## config.mk

```make
export PLATFORM = sky130hd
export DESIGN_NAME = sys_irq_ctrl
export DESIGN_NICKNAME = d
export VERILOG_FILES = /design/src/rtl/sys_irq_ctrl_pkg.sv /design/src/rtl/sys_irq_prio_enc.sv /design/src/rtl/sys_irq_ctrl.sv
export SDC_FILE = /design/constraint.sdc
export NUM_CORES = 1
export LEC_CHECK = 0
export BUFFER_PORTS_ARGS = -buffer_cell sky130_fd_sc_hd__buf_2
export CAP_MARGIN = 25
export CORE_MARGIN = 3
export CORE_UTILIZATION = 40
export DETAILED_ROUTE_END_ITERATION = 16
export PLACE_DENSITY_LB_ADDON = 0.1
export SLEW_MARGIN = 20
export SYNTH_ARGS = -nofsm -noshare
export SYNTH_HDL_FRONTEND = slang
export SYNTH_SLANG_ARGS = --single-unit
```

## constraint.sdc

```tcl
create_clock -name clk -period 2.53 [get_ports clk]
set_input_delay 0.253 -clock clk [delete_from_list [all_inputs] [get_ports clk]]
set_output_delay 0.253 -clock clk [all_outputs]
set_load 0.03 [all_outputs]
```

## src/rtl/sys_irq_ctrl_pkg.sv

```systemverilog
// rtl/sys_irq_ctrl_pkg.sv - shared constants for the sys_irq_ctrl interrupt controller
package sys_irq_ctrl_pkg;

    localparam int NUM_SRC_DEF = 8;
    localparam int ID_W_DEF    = 5;

    localparam logic [2:0] ADDR_PENDING    = 3'd0;
    localparam logic [2:0] ADDR_ENABLE     = 3'd1;
    localparam logic [2:0] ADDR_CLAIM      = 3'd2;
    localparam logic [2:0] ADDR_EDGE_MODE  = 3'd3;
    localparam logic [2:0] ADDR_IN_SERVICE = 3'd4;

    // ID 0 is reserved for "no interrupt"; source i reports ID i+1
    localparam int ID_NONE = 0;

endpackage

```

## src/rtl/sys_irq_prio_enc.sv

```systemverilog
// rtl/sys_irq_prio_enc.sv - lowest-index-first priority encoder returning index+1
module sys_irq_prio_enc
    import sys_irq_ctrl_pkg::*;
#(
    parameter int NUM_SRC = NUM_SRC_DEF,
    parameter int ID_W    = ID_W_DEF
) (
    input  logic [NUM_SRC-1:0] req,
    output logic               valid,
    output logic [ID_W-1:0]    id
);

    // Scan from the top down so the lowest set index is the last to assign
    always_comb begin
        valid = 1'b0;
        id    = ID_W'(ID_NONE);
        for (int i = NUM_SRC - 1; i >= 0; i--) begin
            if (req[i]) begin
                valid = 1'b1;
                id    = ID_W'(i + 1);
            end
        end
    end

endmodule

```

## src/rtl/sys_irq_ctrl.sv

```systemverilog
// rtl/sys_irq_ctrl.sv - Avalon-MM interrupt controller with claim/complete; SYS_IRQ_CTRL_SYNC_EN adds an input synchroniser
module sys_irq_ctrl
    import sys_irq_ctrl_pkg::*;
#(
    parameter int NUM_SRC = NUM_SRC_DEF,
    parameter int ID_W    = ID_W_DEF
) (
    input  logic               clk,
    input  logic               reset_n,
    input  logic [NUM_SRC-1:0] irq_src,
    input  logic [2:0]         address,
    input  logic               chipselect,
    input  logic               read_n,
    input  logic               write_n,
    input  logic [31:0]        writedata,
    output logic [31:0]        readdata,
    output logic               irq_out
);

    logic [NUM_SRC-1:0] src_s;

`ifdef SYS_IRQ_CTRL_SYNC_EN
    logic [NUM_SRC-1:0] sync1_q, sync1_d;
    logic [NUM_SRC-1:0] sync2_q, sync2_d;

    // Two-stage shift for asynchronous request lines
    always_comb begin
        sync1_d = irq_src;
        sync2_d = sync1_q;
    end

    // Synchroniser flops
    always_ff @(posedge clk or negedge reset_n) begin
        if (!reset_n) begin
            sync1_q <= '0;
            sync2_q <= '0;
        end else begin
            sync1_q <= sync1_d;
            sync2_q <= sync2_d;
        end
    end

    assign src_s = sync2_q;
`else
    assign src_s = irq_src;
`endif

    logic [31:0]        readdata_q, readdata_d;
    logic               irq_out_q, irq_out_d;
    logic [NUM_SRC-1:0] pending_q, pending_d;
    logic [NUM_SRC-1:0] enable_q, enable_d;
    logic [NUM_SRC-1:0] edge_mode_q, edge_mode_d;
    logic [NUM_SRC-1:0] in_service_q, in_service_d;
    logic [NUM_SRC-1:0] hist_q, hist_d;

    logic [NUM_SRC-1:0] cand;
    logic               enc_valid;
    logic [ID_W-1:0]    enc_id;
    logic               rd, wr;
    logic [NUM_SRC-1:0] set_vec, claim_mask, complete_mask;
    logic               unused_wdata;

    assign rd   = chipselect & ~read_n;
    assign wr   = chipselect & ~write_n;
    assign cand = pending_q & enable_q & ~in_service_q;
    assign unused_wdata = &{1'b0, writedata};

    sys_irq_prio_enc #(
        .NUM_SRC (NUM_SRC),
        .ID_W    (ID_W)
    ) u_prio_enc (
        .req   (cand),
        .valid (enc_valid),
        .id    (enc_id)
    );

    // Next-state: pending/in-service bookkeeping, register writes and read mux
    always_comb begin
        set_vec       = (edge_mode_q & src_s & ~hist_q)
                      | (~edge_mode_q & src_s & ~in_service_q);
        claim_mask    = '0;
        complete_mask = '0;
        for (int i = 0; i < NUM_SRC; i++) begin
            if (rd && (address == ADDR_CLAIM) && enc_valid && (enc_id == ID_W'(i + 1)))
                claim_mask[i] = 1'b1;
            if (wr && (address == ADDR_CLAIM) && (writedata[ID_W-1:0] == ID_W'(i + 1)))
                complete_mask[i] = 1'b1;
        end
        complete_mask = complete_mask & in_service_q;

        // A claim-clear beats a same-cycle set on the same bit
        pending_d    = (pending_q | set_vec) & ~claim_mask;
        in_service_d = (in_service_q | claim_mask) & ~complete_mask;
        hist_d       = src_s;
        irq_out_d    = |cand;

        enable_d    = enable_q;
        edge_mode_d = edge_mode_q;
        if (wr && (address == ADDR_ENABLE))
            enable_d = writedata[NUM_SRC-1:0];
        if (wr && (address == ADDR_EDGE_MODE))
            edge_mode_d = writedata[NUM_SRC-1:0];

        readdata_d = 32'd0;
        if (rd) begin
            case (address)
                ADDR_PENDING:    readdata_d = 32'(pending_q);
                ADDR_ENABLE:     readdata_d = 32'(enable_q);
                ADDR_CLAIM:      readdata_d = 32'(enc_id);
                ADDR_EDGE_MODE:  readdata_d = 32'(edge_mode_q);
                ADDR_IN_SERVICE: readdata_d = 32'(in_service_q);
                default:         readdata_d = 32'd0;
            endcase
        end
    end

    // State registers
    always_ff @(posedge clk or negedge reset_n) begin
        if (!reset_n) begin
            readdata_q   <= '0;
            irq_out_q    <= 1'b0;
            pending_q    <= '0;
            enable_q     <= '0;
            edge_mode_q  <= '0;
            in_service_q <= '0;
            hist_q       <= '0;
        end else begin
            readdata_q   <= readdata_d;
            irq_out_q    <= irq_out_d;
            pending_q    <= pending_d;
            enable_q     <= enable_d;
            edge_mode_q  <= edge_mode_d;
            in_service_q <= in_service_d;
            hist_q       <= hist_d;
        end
    end

    assign readdata = readdata_q;
    assign irq_out  = irq_out_q;

endmodule

```

=== After elaboration in Yosys (flattened, before gate mapping) ===
Index checks and enable logic that the tools add are counted.

* Flip-flop bits (word level): 73
* Input port bits: 48
* Output and inout port bits: 33
* Logic and storage cells: 105

* Eq/ne operators: 20
* Mux-type cells: 34
* Bitwise gates (word level): 21
* Reductions and logical operators: 23

{| class="wikitable"
|+ Operators by type and width
! cell !! number
|-
| $and 8x8->8 || 9
|-
| $eq 5x3->1 const B || 8
|-
| $not 8->8 || 5
|-
| $pmux 8 s5 || 1
|-
| $mux 4 || 8
|-
| $mux 1 || 24
|-
| $or 8x8->8 || 3
|-
| $logic_and 1x1->1 || 21
|-
| $eq 5x2->1 const B || 4
|-
| $eq 5x1->1 const B || 2
|-
| $eq 5x4->1 const B || 2
|-
| $mux 8 || 1
|-
| $reduce_or 8->1 || 1
|-
| $eq 3x2->1 const B || 2
|-
| $eq 3x1->1 const B || 1
|-
| $eq 3x3->1 const B || 1
|-
| $logic_not 3->1 || 1
|-
| $and 1x1->1 || 2
|-
| $not 1->1 || 2
|}

=== Logic depth before layout (Yosys ltp) ===
* Depth after elaboration: 15
* Gate-level depth with buffers: 5
* Gate-level depth less buffers: 4

=== By module ===
From an unflattened synthesis, not the netlist that was laid out.

* Cells, all modules: 265
* Area, all modules: 2,730.1 um2

{| class="wikitable"
|+ By module, submodules not included
! module !! times used !! cells each !! area an instance (um2) !! sequential area each (um2)
|-
| sys_irq_ctrl || 1 || 249 || 2,630.0 || 1,226.2
|-
| sys_irq_prio_enc || 1 || 16 || 100.1 || 0.0
|}

=== Least setup slack after synthesis ===
OpenSTA, ideal clock, no wires.

* Path kind: reg-to-reg
* Start: register pending_q[3]
* End: register pending_q[7]
* Setup time: 0.119 ns
* Arrival: 1.496 ns
* Data required time: 2.411 ns
* Path slack: 0.915 ns
* Cell stages (with the launch flop): 5
* Buffers on the path: 0
* Clock period less this slack: 1.615 ns
* Cell sequence: dfrtp_1 and3b_1 or2_4 or4_4 o21ba_1

* Longest elaborated chain between the ends: 11
* Elaborated cells on any way between the ends: 16
* Classes of those cells: eq/ne: 1; mux: 9; bitwise: 4; reduce/logical: 2

{| class="wikitable"
|+ Ends and longest elaborated chain
! element !! RTL line !! RTL
|-
| start: declaration || sys_irq_ctrl.sv:50 || <nowiki>logic [NUM_SRC-1:0] pending_q, pending_d;</nowiki>
|-
| start signal: assignment || sys_irq_ctrl.sv:130 || <nowiki>pending_q <= pending_d;</nowiki>
|-
| $and 8x8->8 * (2 in a row) || sys_irq_ctrl.sv:65 || <nowiki>assign cand = pending_q & enable_q & ~in_service_q;</nowiki>
|-
| $mux 4 / $mux 1 (equally long branches) (4 in a row) || sys_irq_prio_enc.sv:18 || <nowiki>if (req[i]) begin</nowiki>
|-
| $eq 5x4->1 / $logic_and 1x1->1 (equally long branches) || sys_irq_ctrl.sv:84 || <nowiki>if (rd && (address == ADDR_CLAIM) && enc_valid && (enc_id == ID_W'(i + 1)))</nowiki>
|-
| $logic_and 1x1->1 * || sys_irq_ctrl.sv:84 ||
|-
| $mux 1 * || sys_irq_ctrl.sv:84 ||
|-
| $not 8->8 * || sys_irq_ctrl.sv:92 || <nowiki>pending_d = (pending_q | set_vec) & ~claim_mask;</nowiki>
|-
| $and 8x8->8 * || sys_irq_ctrl.sv:92 ||
|-
| named net pending_d[7] || sys_irq_ctrl.sv:50 ||
|}

The timed path passes the listed nets; every way through them passes the cells marked *.
A chain may end at the register's enable or synchronous reset.

=== Worst setup path after layout ===
Same ends and word-level chain as after synthesis.

==> impl_metrics.csv <==
group,metric,value,unit
outcome,run_status,"finished with violations",
outcome,failed_checks,"negative hold slack",
clocking,tritoncts,"built",
setup_path,path_delay_family,"simple AND/OR/NAND/NOR gates",
finish,drive_above_1_share,27.92,%
yosys,synth_edf_count,0,
timing,worst_hold_slack,-0.01965,ns
clocking,numCtsBuffers,5,
yosys,post_synth_num_cell_types,42,
yosys,synth-seq-cells,49,
yosys,postSynthAreaPerCell,11.09,sq um
setup_path,crit_type,"reg2reg",
route,drt-wirelength-per-cell,16.98,um
clocking,cts.htree.levels,2,
timing,final_number_of_hold_violating_endpoints,28,
place,post-place-ws,0.6269,ns
setup_path,start_kind,"flip-flop",
place,detailed_place.area,2686,sq um
setup_path,critical_path_arrival,1.93,ns
global_routing,groute.layer.met1.usage,23.32,%
route,routed-via-count,1827,
finish,n_diodes,0,
power,cellPowerDensity,729.5,nW/um^2
floorplan,dieWidth,85.84,um
place,hpwlAfterDp,4.251,mm
setup_path,crit_path_max_fanout,5,
timing,clock_skew,0.002975,ns
clocking,hold_buffers,0,
setup_path,cp_data_required_time,2.72,ns
timing,timing.final.max_slew_violations,0,
timing,fin_crit,1.734,ns
yosys,postSynth.asyncResetShare,100.0,%
finish,number_of_nets_at_the_end_of_the_flow,312,
power,cell_internal_power,1.375,mW
finish,fin_area,2788,sq um
place,globalplace.congestion,0.8490,
clocking,cts-root-to-sink-buffers,2,
global_routing,grt_max_degree,31,
route,drt_pass1_iterations,4,
finish,syn_to_final_growth,9.323,%
setup_path,crit_slowest_cell,"or4_4",
route,antenna_left,0,
power,report.power.total,2.034,mW
min_path,worst_hold_path_class,"in2async",
power,switching_power,0.6590,mW
timing,max_slew_margin,52.22,%
finish,commonest_cells_after_routing_fill_and_taps_aside,"dfrtp_1 (49), buf_2 (32), mux2_2 (25)",
global_routing,grt_antenna_before_repair,0,
clocking,cts_setup_buffers,0,
power,power.share.combinational,26.8,%
clocking,clock_tree.root_cell,"clkbuf_8",
global_routing,vias_in_the_first_global_route,1858,
timing,final.setup.tns,0,ns
global_routing,grt_pass1_wl,9.446,mm
timing,achievable-frequency,576.6,MHz
setup_path,worstPathCellList,"and3b_1, or2_4, or4_4, o21ba_1",
timing,finalWorstSetupSlack,0.7956,ns
power,cellLeakagePower,1.224,nW
setup_path,cp_slowest_stage_delay,0.53,ns
power,power.sequential.fraction,48.9,%
floorplan,core,6061,sq um
clocking,worst_setup_hold_path_clk_slew,0.09,ns
finish,most_common_cell_after_layout_fill_and_taps_aside,"dfrtp_1",
clocking,post_cts_resized,0,
clocking,insertion_delay,0.29,ns
floorplan,die_y,85.84,um
floorplan,rows,28,
yosys,syn-instance-count,230,
setup_path,worst_setup_path_end_kind,"flip-flop",
global_routing,globalRouteOverflowTotal,0,
yosys,synth-main-ff-cell,"dfrtp_1",
floorplan,floorplan.io_pins,81,
power,share_clk_of_total_power,24.3,%
yosys,yosysWarningCount,0,
place,portBuffers,32,
route,routed_via_density,5.374,
timing,transition_at_the_pin_with_the_smallest_max_transition_slack,0.7140,ns
global_routing,met2_demand_to_capacity_share_in_global_routing,25.71,%
timing,setup-violations-final,0,
yosys,mappedNetlistArea,2550,sq um
floorplan,starting_density_of_the_core,42.07,%
power,peakVddDrop,0.3573,mV
timing,rsz0062_at_grt,"false",
route,first_iter_violations,144,
route,drcViolationCount,0,
global_routing,grt_usage,16.54,%
power,netSwitchingFraction,32.40,%
route,detail_route.wirelength,5.772,mm
setup_path,worst-path-buf-inv,0,
floorplan,dieArea,7369,sq um
flow_run,drv.max_cap_violation_count,0,
clocking,cts.sink_count,49,
global_routing,top_usage_layer,"met2",
timing,final.period_utilization,68.55,%
global_routing,grt_use_met3,3.554,%
yosys,synth.yosys.seq_area_share,48.09,%
[state kept, by name (all words and copies together) (netlist names)]
signal,flops
pending_q,8
in_service_q,8
irq_out,1
readdata,8
edge_mode_q,8
hist_q,8
enable_q,8
[power by group through the flow]
| stage | Sequential (mW) | Combinational (mW) | Clock [mW] |
|---|---|---|---|
| after floorplan | 0.995 | 0.426 | 0 |
| after global placement | 1.01 | 0.539 | 0 |
| after detailed placement | 1.01 | 0.543 | 0 |
| after CTS | 0.993 | 0.546 | 0.519 |
| after global routing | 1.01 | 0.602 | 0.549 |
| final | 0.994 | 0.545 | 0.495 |
[synth_stat cells, types with 2 or more instances]
master	count	area share, %
nand4b_1	2	0.69
a22oi_1	7	2.1
a21oi_1	14	2.7
nand3b_1	9	2.6
buf_4	25	7.4
dfrtp_1	49	48
nor2_1	11	1.6
mux2_2	25	11
nand2b_1	4	0.98
buf_6	2	0.88
o22ai_1	2	0.49
and3b_1	3	1.0
nand3_1	5	0.98
nor3_1	2	0.39
mux2i_1	9	3.5
o21ai_1	2	0.39
nand4_1	2	0.49
and3_1	3	0.74
nor2b_1	3	0.74
o32a_1	3	1.2
o21ai_0	16	3.1
o21a_1	2	0.59
clkbuf_1	3	0.44
nand2_1	9	1.3
[final timing paths]
| kind | depth (start not counted) | slack, ns | start | to |
|---|---|---|---|---|
| max | 4 | 0.80 | pending_q[3]$_DFF_PN0_ | pending_q[7]$_DFF_PN0_ |
| min | 1 | -0.02 | reset_n | edge_mode_q[5]$_DFFE_PN0P_ |
| max reg2reg | 4 | 0.80 | pending_q[3]$_DFF_PN0_ | pending_q[7]$_DFF_PN0_ |
| min reg2reg | 1 | 0.53 | enable_q[3]$_DFFE_PN0P_ | enable_q[3]$_DFFE_PN0P_ |
| max in group asynchronous | 2 | 1.94 | reset_n | pending_q[0]$_DFF_PN0_ |
| min in group clk | 1 | 0.07 | irq_src[4] | hist_q[4]$_DFF_PN0_ |
[final cells by class]
class                      count  area, sq um
multi-input combinational    173         1184
sequential                    49         1226
fill                         578         3273
timing repair buffer          35        182.7
clock inverter                 1        5.005
tap                           75        93.84
clock buffer                   7        96.34
[per-stage QoR]
| stage | utilization (%) | std cells |
|---|---|---|
| floorplan | - | 253 |
| global placement | 44.32 | 332 |
| detailed placement | 44.32 | 332 |
| CTS | 46.00 | 340 |
| global route | 46.00 | 340 |
| finish | 46.00 | 340 |
[worst register-to-register path: stages, from the launching register on]
cell and delay [ns]:
dfrtp_1 0.40, and3b_1 0.24, or2_4 0.29, or4_4 0.53, o21ba_1 0.18
[logic make-up (layout without fill, tap and decap cells)]
kind of cell | after synthesis | count (layout) | synth area share (%)
simple gates | 61 | 61 | 14.92
compound gates | 53 | 53 | 12.95
flops | 49 | 49 | 48.09
mux | 35 | 35 | 15.01
buf+inv | 31 | 43 | 8.881
other cells | 1 | 24 | 0.1471
[layer usage]
metal / wire length, um / up-vias / share of wire (%)
met5: 0 / - / 0
met4: 93 / 0 / 1.6
met3: 250 / 10 / 4.3
met2: 2633 / 52 / 46
met1: 2794 / 905 / 48
li1: - / 860 / -
(Power assumes the default switching activity.)
